$ cat config.mk
export PLATFORM = sky130hd
export DESIGN_NAME = pipeline_ctrl
export DESIGN_NICKNAME = d
export VERILOG_FILES = /design/src/rtl/pipeline_ctrl.sv
export SDC_FILE = /design/constraint.sdc
export NUM_CORES = 1
export LEC_CHECK = 0
export CORE_MARGIN = 5
export CORE_UTILIZATION = 50
export CTS_BUF_LIST = sky130_fd_sc_hd__clkbuf_2
export DETAILED_ROUTE_END_ITERATION = 12
export GPL_TIMING_DRIVEN = 0
export PLACE_DENSITY_LB_ADDON = 0.25
export SYNTH_ARGS = -nofsm -noshare
export SYNTH_HDL_FRONTEND = slang
export SYNTH_SLANG_ARGS = --single-unit
export TNS_END_PERCENT = 20
$ cat constraint.sdc
create_clock -name clk -period 4.5 [get_ports clk]
set_input_delay 0.9 -clock clk [delete_from_list [all_inputs] [get_ports clk]]
set_output_delay 0.9 -clock clk [all_outputs]
set_load 0.02 [all_outputs]
$ cat src/rtl/pipeline_ctrl.sv
// Five-stage pipeline sequencing: load-use stalls, taken-branch flushes,
// data-memory valid/ready handshake with timeout, stall/flush counters.
module pipeline_ctrl #(
  parameter int unsigned MEM_TIMEOUT = 64,
  parameter int unsigned REG_ADDR_W  = 5
) (
  input  logic                  clk,
  input  logic                  rst,
  input  logic [REG_ADDR_W-1:0] id_rs1,
  input  logic [REG_ADDR_W-1:0] id_rs2,
  input  logic                  id_uses_rs1,
  input  logic                  id_uses_rs2,
  input  logic [REG_ADDR_W-1:0] exe_rd,
  input  logic                  exe_mem_read,
  input  logic                  exe_branch_taken,
  input  logic                  mem_req,
  output logic                  dmem_valid,
  input  logic                  dmem_ready,
  output logic                  pc_en,
  output logic                  if_id_en,
  output logic                  id_exe_en,
  output logic                  exe_mem_en,
  output logic                  mem_wb_en,
  output logic                  if_id_flush,
  output logic                  id_exe_flush,
  output logic                  exe_mem_flush,
  output logic                  mem_wb_flush,
  output logic                  mem_fault,
  output logic [31:0]           stall_count,
  output logic [31:0]           flush_count
);

  typedef enum logic {RUN = 1'b0, MEM_WAIT = 1'b1} state_t;

  state_t      state_q, state_d;
  logic [7:0]  timer_q, timer_d;
  logic [31:0] stall_cnt_q, flush_cnt_q;
  logic        load_use;
  logic        decide;
  logic        freeze;
  logic        branch_flush;

  always_comb begin
    load_use = exe_mem_read && (exe_rd != '0) &&
               ((id_uses_rs1 && (id_rs1 == exe_rd)) ||
                (id_uses_rs2 && (id_rs2 == exe_rd)));
  end

  always_comb begin
    state_d       = state_q;
    timer_d       = timer_q;
    decide        = 1'b0;
    freeze        = 1'b0;
    branch_flush  = 1'b0;
    dmem_valid    = 1'b0;
    mem_fault     = 1'b0;
    pc_en         = 1'b0;
    if_id_en      = 1'b0;
    id_exe_en     = 1'b0;
    exe_mem_en    = 1'b0;
    mem_wb_en     = 1'b0;
    if_id_flush   = 1'b0;
    id_exe_flush  = 1'b0;
    exe_mem_flush = 1'b0;
    mem_wb_flush  = 1'b0;

    if (!rst) begin
      unique case (state_q)
        RUN: begin
          if (mem_req) begin
            dmem_valid = 1'b1;
            if (!dmem_ready) begin
              freeze  = 1'b1;
              state_d = MEM_WAIT;
              timer_d = '0;
            end else begin
              decide = 1'b1;
            end
          end else begin
            decide = 1'b1;
          end
        end
        MEM_WAIT: begin
          dmem_valid = 1'b1;
          if (dmem_ready) begin
            decide  = 1'b1;
            state_d = RUN;
          end else if (timer_q == 8'(MEM_TIMEOUT - 1)) begin
            // Abort: let the pipeline advance but squash the faulting instruction.
            mem_fault    = 1'b1;
            pc_en        = 1'b1;
            if_id_en     = 1'b1;
            id_exe_en    = 1'b1;
            exe_mem_en   = 1'b1;
            mem_wb_en    = 1'b1;
            mem_wb_flush = 1'b1;
            state_d      = RUN;
          end else begin
            freeze  = 1'b1;
            timer_d = timer_q + 8'd1;
          end
        end
        default: state_d = RUN;
      endcase

      if (freeze) begin
        mem_wb_en    = 1'b1;
        mem_wb_flush = 1'b1;
      end

      if (decide) begin
        id_exe_en  = 1'b1;
        exe_mem_en = 1'b1;
        mem_wb_en  = 1'b1;
        if (exe_branch_taken) begin
          pc_en        = 1'b1;
          if_id_en     = 1'b1;
          if_id_flush  = 1'b1;
          id_exe_flush = 1'b1;
          branch_flush = 1'b1;
        end else if (load_use) begin
          id_exe_flush = 1'b1;
        end else begin
          pc_en    = 1'b1;
          if_id_en = 1'b1;
        end
      end
    end
  end

  always_ff @(posedge clk or posedge rst) begin
    if (rst) begin
      state_q     <= RUN;
      timer_q     <= '0;
      stall_cnt_q <= '0;
      flush_cnt_q <= '0;
    end else begin
      state_q <= state_d;
      timer_q <= timer_d;
      if (!pc_en) begin
        stall_cnt_q <= stall_cnt_q + 32'd1;
      end
      if (branch_flush) begin
        flush_cnt_q <= flush_cnt_q + 32'd1;
      end
    end
  end

  assign stall_count = stall_cnt_q;
  assign flush_count = flush_cnt_q;

endmodule
==> implementation parameters, run 1 <==
Parameter                              Value

Floorplanning
  Die Height ... 94.2 um
  Total die area ... 8880 sq um
  Number of cell rows ... 30
  Initial cell density of the core ... 51.7%
  Top-level I/O count ... 98
  Area of the core ... about 7000 sq um
  Horizontal extent of the die ... between 90 and 100 um

Timing
  Count of final setup violators ... 0
  Hold violation count in the final report ... 0
  Worst rel slew slack ... 61.1%
  Count of final max-slew check failures ... 0
  Time the worst path needs with I/O delays and setup ... 4.33 ns
  Max Clock Skew ... approximately 0.034 ns
  Top achievable clock speed ... 231 MHz
  RSZ-0062 raised after global routing ... false
  Final worst hold slack ... 0.477 ns
  Final worst path period share ... 96.2%
  Actual slew at the worst max-slew pin ... 0.581 ns

Global route
  Busiest layer in global routing ... met2
  Total gr overflow ... 0
  Pin count of the biggest net entering global routing ... 44
  GR Util met2 ... 30.7%
  Via count of the first global-routing pass ... 2874
  First-pass GRT wire length ... around 13 mm
  Overall global routing resource usage ... 19.1%
  Met1 track demand over resource in global routing ... 23.5%
  Met3 Track Usage GR ... 6.73%
  Initial antenna violation count ... 0

Synth
  Register bit count reported by yosys ... 73
  Gate count of the mapped netlist ... 337
  Synth cell types ... 40
  Number of nets in the synthesized netlist ... 363
  Register area share after synthesis ... between 50% and 60%
  Top_reg_cell synth ... dfrtp_1
  FFs w/ async S/R, synth ... 100%
  Number of flops mapped to enable cells by yosys ... 0
  Post-synthesis instance area ... 3550 sq um
  Mean area per synthesized cell ... 10.5 sq um
  Count of synthesis-stage warnings from yosys ... 0

Finish
  Nets ... 474
  Total of fill cells in the finished design ... around 560
  Share of final-layout standard cells stronger than drive strength 1 ... 7.52%
  Signed area change from the synthesized netlist to the final layout ... 35.4%
  Final antenna diode count ... 0

Clocking
  Skew-Pair Late Insertion Delay ... 0.49 ns
  Clock transition time at the flip-flop clock pins of the worst setup and hold paths ... approximately 0.17 ns
  Clock tree from TritonCTS ... done
  Clock tree root driver cell ... clkbuf_2
  Worst-case clock buffer depth ... 2
  Number of buffers created by CTS ... 9
  Sinks on the clock net ... 73
  Number of instances resized during post-cts repair ... 0
  Number of levels the H-tree was split into ... 3

Outcome
  Status ... completed

Place
  GPL Wtd Cong ... 0.825
  DP Wirelength ... 5.97 mm
  PortBufs ... 96

Worst setup path
  Type of the worst setup path ... in -> out
  Kind of end point of the critical path ... output port
  Worst EP arrival ... between 3 and 4 ns
  Required @ worst endpoint ... 3.60 ns
  Critical Path Source Type ... input pin
  Startpoint of the most critical setup path ... exe_rd[1]
  Critical path fanouts, max ... 11
  Depth of the worst register-to-register path ... 7
  R2R Path Start ... timer_q[0]$_DFFE_PP0P_

Routing
  Iteration-0 DRC count of the detailed router ... 63
  Number of antenna-violating nets in the routed design ... 0
  DRC ... 0
  Average routed wire per standard cell ... 14.6 um
  Via density per instance ... 5.10
  Number of search-and-repair iterations in the first detailed-routing pass ... 4
  Final wirelength ... ~8 mm
  Via total after detailed routing ... ~2.8k

Run
  Reported max-cap violation count ... 0

Power and ir drop
  Static leakage power ... 2.11 nW
  Maximum vdd ir drop ... 0.000260 V
  Overall Power ... about 0.0017 W
  Pwr dens ... 357 nW/um^2

Min path
  Number of instances on the worst hold path ... 1
  Worst hold start ... flush_count[31]$_DFFE_PP0P_
  Min-delay worst type ... reg -> reg
-- sequential cells by signal, indices dropped and copies added, names as in the netlist --
register     cells
flush_count     32
state_q          1
timer_q          8
stall_count     32
-- power by group --
group	total, W	internal (W)	leakage, nW	switching [W]
Clock	0.000410	0.000183	0.0780	0.000226
Sequential	0.000832	0.000736	0.956	0.0000956
Combinational	0.000476	0.000240	1.08	0.000235
-- critical path: stages --
cell and delay (ns):
clkdlybuf4s50_1 0.48, or4_1 0.53, o21ai_0 0.24, a211oi_1 0.10
a21boi_2 0.27, buf_6 0.20, buf_4 0.11, clkdlybuf4s50_1 0.59
-- cell usage after synthesis, types with 6 or more instances --
| master | n | share of area, % |
|---|---|---|
| nor4_1 | 9 | 1.6 |
| nand2_1 | 32 | 3.4 |
| nor2_1 | 30 | 3.2 |
| and3_1 | 6 | 1.1 |
| nand4_1 | 13 | 2.3 |
| dfrtp_1 | 73 | 51 |
| nand3_1 | 21 | 3.0 |
| xor2_1 | 39 | 9.6 |
| xnor2_1 | 39 | 9.6 |
| inv_1 | 13 | 1.4 |
| nor4b_1 | 6 | 1.5 |
| nor3_1 | 12 | 1.7 |
-- cell type report --
class	count	area [sq um]	area share, %
flip-flops and latches	73	1830	38.0
multi-input cells	242	1600	33.4
repair buffers	100	1000	20.9
well taps	96	120	2.50
clock inverters	5	81.3	1.69
plain buffers	9	70.1	1.46
inverters	13	51.3	1.07
clock buffers	10	50.0	1.04
-- per-layer routing --
metal / share of wire [%] / vias to the layer above
met2: 49 / 79
met1: 43 / 1346
met4: 1.3 / 0
met5: 0 / -
li1: - / 1359
met3: 7.5 / 12
-- cells in the final DEF, fill, tap and decap left out, types with 9 or more instances in the layout --
| master | netlist | layout |
|---|---|---|
| nor4_1 | 9 | 9 |
| xnor2_1 | 39 | 39 |
| nor2_1 | 30 | 30 |
| clkdlybuf4s50_1 | 0 | 96 |
| xor2_1 | 39 | 39 |
| nor3_1 | 12 | 12 |
| dfrtp_1 | 73 | 73 |
| clkbuf_2 | 0 | 10 |
| nand2_1 | 32 | 32 |
| nand4_1 | 13 | 13 |
| nand3_1 | 21 | 21 |
| inv_1 | 13 | 12 |
-- worst paths after layout --
path | end | slack, ns
max | pc_en | 0.17
min | flush_count[31]$_DFFE_PP0P_ | 0.48
max reg2reg | stall_count[1]$_DFFE_PP0N_ | 2.08
min reg2reg | flush_count[31]$_DFFE_PP0P_ | 0.48
max in group asynchronous | flush_count[31]$_DFFE_PP0P_ | 2.96
min in group asynchronous | flush_count[20]$_DFFE_PP0P_ | 0.94
-- cells by family (layout without fill, tap and decap cells) --
group | Yosys count | count (layout) | synth area share (%)
AND/OR/NAND/NOR | 148 | 148 | 22.0
flip-flops | 73 | 73 | 51.5
XOR/XNOR | 78 | 78 | 19.3
adder cells (fa/ha/maj) | 3 | 3 | 1.06
multiplexers | 2 | 2 | 0.635
buffers and inverters | 22 | 137 | 3.35
AO/OA/AOI/OAI | 10 | 10 | 2.15
other | 1 | 1 | 0.106
-- per-stage QoR --
step / util [%] / setup slack [ns] / std cells / setup TNS, ns / cell area (sq um)
finish: 70.0 / 0.171 / 548 / 0 / 4810
floorplan: - / 0.474 / 337 / 0 / 3550
detailed placement: 67.7 / 0.0416 / 530 / 0 / 4650
CTS: 69.6 / 0.0367 / 545 / 0 / 4780
global route: 70.0 / 0.0359 / 548 / 0 / 4810
global placement: 67.4 / -1.22 / 529 / -26.36 / 4630
-- timing repair --
item	in CTS	in global routing
hold buffers	0	0
setup buffers	0	3
endpoints found under the setup margin	0	1
(Power assumes the default switching activity.)
==> run 2: changes to the inputs <==
Settings changed: ABC_AREA from default to 1, CAP_MARGIN from default to 20, PLACE_DENSITY from default to 0.78, PLACE_DENSITY_LB_ADDON 0.25 to default.
==> run 2 against run 1 <==
  * Flip-flop and latch count unchanged
  * Worst hold slack better by 0.063 ns
  * Final area up 30%
  * Core utilization down 5.6 points
  * Largest cell class is now multi-input combinational cells
  * Wire length up 71%
  * Combinational power about the same
  * Clock-buffer cell count down 1
  * Critical path type unchanged
  * Global-route usage up 5.3 points
  * Highest routed layer unchanged
==> implementation parameters, run 2 <==
Parameter                              Value

Outcome
  Status ... completed

Worst setup path
  Type of the worst setup path ... in -> out
  Worst EP arrival ... 3.40 ns (-0.03 ns)
  Family with the most delay on the worst path ... buffers and inverters
  Critical path fanouts, max ... 61 (+50)
  Kind of end point of the critical path ... output port
  Master of the slowest instance on the critical path ... clkdlybuf4s50_1
  Crit-path cells ... clkdlybuf4s50_1 > inv_4 > buf_16 > nand3_4 > inv_1 > buf_2 > clkdlybuf4s50_1
  Cell seen most often among critical-path stages ... clkdlybuf4s50_1
  Required @ worst endpoint ... 3.60 ns (about the same)
  Critical Path Source Type ... input pin
  R2R Path Start ... stall_count[0]$_DFFE_PP0N_
  Delay of the slowest cell on the worst path ... 0.63 ns (+0.04 ns)
  Sum of buffers and inverters on the critical path ... 6 (+2)
  Startpoint of the most critical setup path ... rst

Clocking
  Number of buffers created by CTS ... 9 (unchanged)
  Clock tree root driver cell ... clkbuf_2
  Number of levels the H-tree was split into ... 3 (unchanged)
  Worst-case clock buffer depth ... 2 (unchanged)
  Clock transition time at the flip-flop clock pins of the worst setup and hold paths ... 0.21 ns (+0.04 ns)
  Setup Fix Bufs, Post-CTS ... 0 (unchanged)
  Number of instances resized during post-cts repair ... 0 (unchanged)
  Hold-fix buffer count after cts ... 0 (unchanged)
  Skew-Pair Late Insertion Delay ... 0.54 ns (+0.05 ns)
  Clock tree from TritonCTS ... done
  Sinks on the clock net ... 73 (unchanged)

Timing
  RSZ-0062 raised after global routing ... false
  Worst rel slew slack ... 64.2% (+3.1 points)
  Actual slew at the worst max-slew pin ... 0.534 ns (-0.0475 ns)
  Time the worst path needs with I/O delays and setup ... 4.30 ns (-0.0252 ns)
  Count of final max-slew check failures ... 0 (unchanged)
  Final worst hold slack ... 0.540 ns (+0.0633 ns)
  Final worst path period share ... 95.6% (-0.56 points)
  Top achievable clock speed ... 232 MHz (+0.58%)
  Hold violation count in the final report ... 0 (unchanged)
  Max Clock Skew ... 0.0128 ns (-0.0217 ns)
  Final TNS setup ... 0 ns (unchanged)
  Count of final setup violators ... 0 (unchanged)
  Final Worst Setup Slack ... 0.197 ns (+0.0252 ns)

Power and ir drop
  Static leakage power ... 2.92 nW (+38%)
  Pwr dens ... 276 nW/um^2 (-23%)
  Maximum vdd ir drop ... 0.000280 V (+7.9%)

Finish
  Final Non-Filler Cells ... 973 (+78%)
  Leading cell types in the layout, fill and taps excluded ... 279 x nand2_1, 96 x clkdlybuf4s50_1, 83 x nor2_1
  Signed area change from the synthesized netlist to the final layout ... 26.2%
  Final antenna diode count ... 0 (unchanged)
  Share of final-layout standard cells stronger than drive strength 1 ... 6.79% (-0.74 points)
  Design Area, Final ... 6230 sq um (+30%)
  Nets ... 861 (+82%)
  Most common library cell in the layout ignoring fill and taps ... nand2_1

Synth
  Post-synthesis instance area ... 4930 sq um (+39%)
  Most frequently used cell type in the post-synthesis netlist ... nand2_1
  Proportion of netlist area held by the largest area contributor ... 37.0% (-14 points)
  Count of synthesis-stage warnings from yosys ... 0 (unchanged)
  Cell taking the most area after synthesis ... dfrtp_1
  FFs w/ async S/R, synth ... 100% (unchanged)
  Register bit count reported by yosys ... 73 (unchanged)
  Synth cell types ... 34 (-15%)
  Register area share after synthesis ... 37.0% (-14 points)
  Commonest cells in the netlist ... 279 x nand2_1, 83 x nor2_1, 79 x inv_1, 73 x dfrtp_1, 63 x nand3_1
  Gate count of the mapped netlist ... 727 (+120%)
  Number of nets in the synthesized netlist ... 753 (+110%)
  Top cells by area, synth ... dfrtp_1 37%, nand2_1 21%, nand3_1 6.4%
  Top_reg_cell synth ... dfrtp_1
  Number of flops mapped to enable cells by yosys ... 0 (unchanged)
  Mean area per synthesized cell ... 6.79 sq um (-36%)

Min path
  Worst hold start ... flush_count[17]$_DFFE_PP0P_
  Min-delay worst type ... reg -> reg

Floorplanning
  Initial cell density of the core ... 50.9% (-0.71 points)
  Number of cell rows ... 36 (+20%)
  Area of the core ... 9680 sq um (+41%)
  Die Height ... 109 um (+16%)
  Horizontal extent of the die ... 109 um (+16%)
  Total die area ... 12000 sq um (+35%)
  Top-level I/O count ... 98 (unchanged)

Place
  PortBufs ... 96 (unchanged)
  DP Wirelength ... 10.8 mm (+81%)
  GPL Wtd Cong ... 0.919 (+11%)
  Post-placement cell count ... 957 (+81%)
  Placed cell area ... 6090 sq um (+31%)
  Worst slack after detailed placement ... 0.166 ns (+0.124 ns)

Global route
  Initial antenna violation count ... 0 (unchanged)
  First-pass GRT wire length ... 22.9 mm (+71%)
  Overall global routing resource usage ... 24.4% (+5.3 points)
  Via count of the first global-routing pass ... 4698 (+63%)
  Total gr overflow ... 0 (unchanged)
  Pin count of the biggest net entering global routing ... 62 (+41%)

Routing
  Iteration-0 DRC count of the detailed router ... 246 (+290%)
  Number of antenna-violating nets in the routed design ... 0 (unchanged)
  Via total after detailed routing ... 4914 (+76%)
  Average routed wire per standard cell ... 14.1 um (-3.4%)
  DRC ... 0 (unchanged)
  Via density per instance ... 5.05 (-1.0%)
  Number of search-and-repair iterations in the first detailed-routing pass ... 5 (+1)
  Final wirelength ... 13.7 mm (+71%)

Run
  Reported max-cap violation count ... 0 (unchanged)
==> run 2: area by class of cell <==
type	instances	area, sq um
timing repair buffer	97	988
multi-input combinational	557	2670
buffer	16	134
clock buffer	9	45.0
clock inverter	7	92.6
tap	133	166
inverter	81	307
sequential	73	1830
fill	900	3460
==> run 2: kinds of logic (layout without fill, tap and decap cells) <==
family,count (synthesis),after routing,share of synthesized area (%)
compound gates,19,19,2.43
xor+xnor,37,37,6.57
fa+ha+maj,3,3,0.761
buf+inv,97,210,8.88
flops,73,73,37.0
other cells,1,1,0.0760
simple gates,497,497,44.3
==> run 2: power by group <==
| part | internal, W | switching [W] |
|---|---|---|
| clock network | 0.000182 | 0.000252 |
| logic | 0.000209 | 0.000264 |
| registers | 0.000717 | 0.0000957 |
==> run 2: worst paths after layout <==
kind                                                to  slack, ns  cells past startpoint
max in group asynchronous  flush_count[21]$_DFFE_PP0P_       3.14                      3
min                        flush_count[17]$_DFFE_PP0P_       0.54                      1
min reg2reg                flush_count[17]$_DFFE_PP0P_       0.54                      1
max                                        if_id_flush       0.20                      7
min in group asynchronous   stall_count[8]$_DFFE_PP0N_       0.78                      2
max reg2reg                stall_count[16]$_DFFE_PP0N_       2.38                      7
==> run 2: stage by stage <==
step                      power [W]  utilization [%]
after floorplan             0.00107                -
after global placement      0.00128             62.6
after detailed placement    0.00130             62.9
after CTS                   0.00174             64.3
after global routing        0.00182             64.3
final                       0.00172             64.3
==> run 2: per-layer routing <==
metal	vias to the layer above	global-route usage, %	routed length (um)
li1	2491	-	-
met1	2252	31.2	5820
met2	152	40.8	6730
met3	19	5.34	844
met4	0	8.73	308
met5	-	0	0
==> run 2: worst reg2reg max path: cells and delay by family (launching register included) <==
family | cells | cell delay [ns]
simple gates | 5 | 0.97
flops | 1 | 0.53
fa+ha+maj | 1 | 0.36
xor+xnor | 1 | 0.19
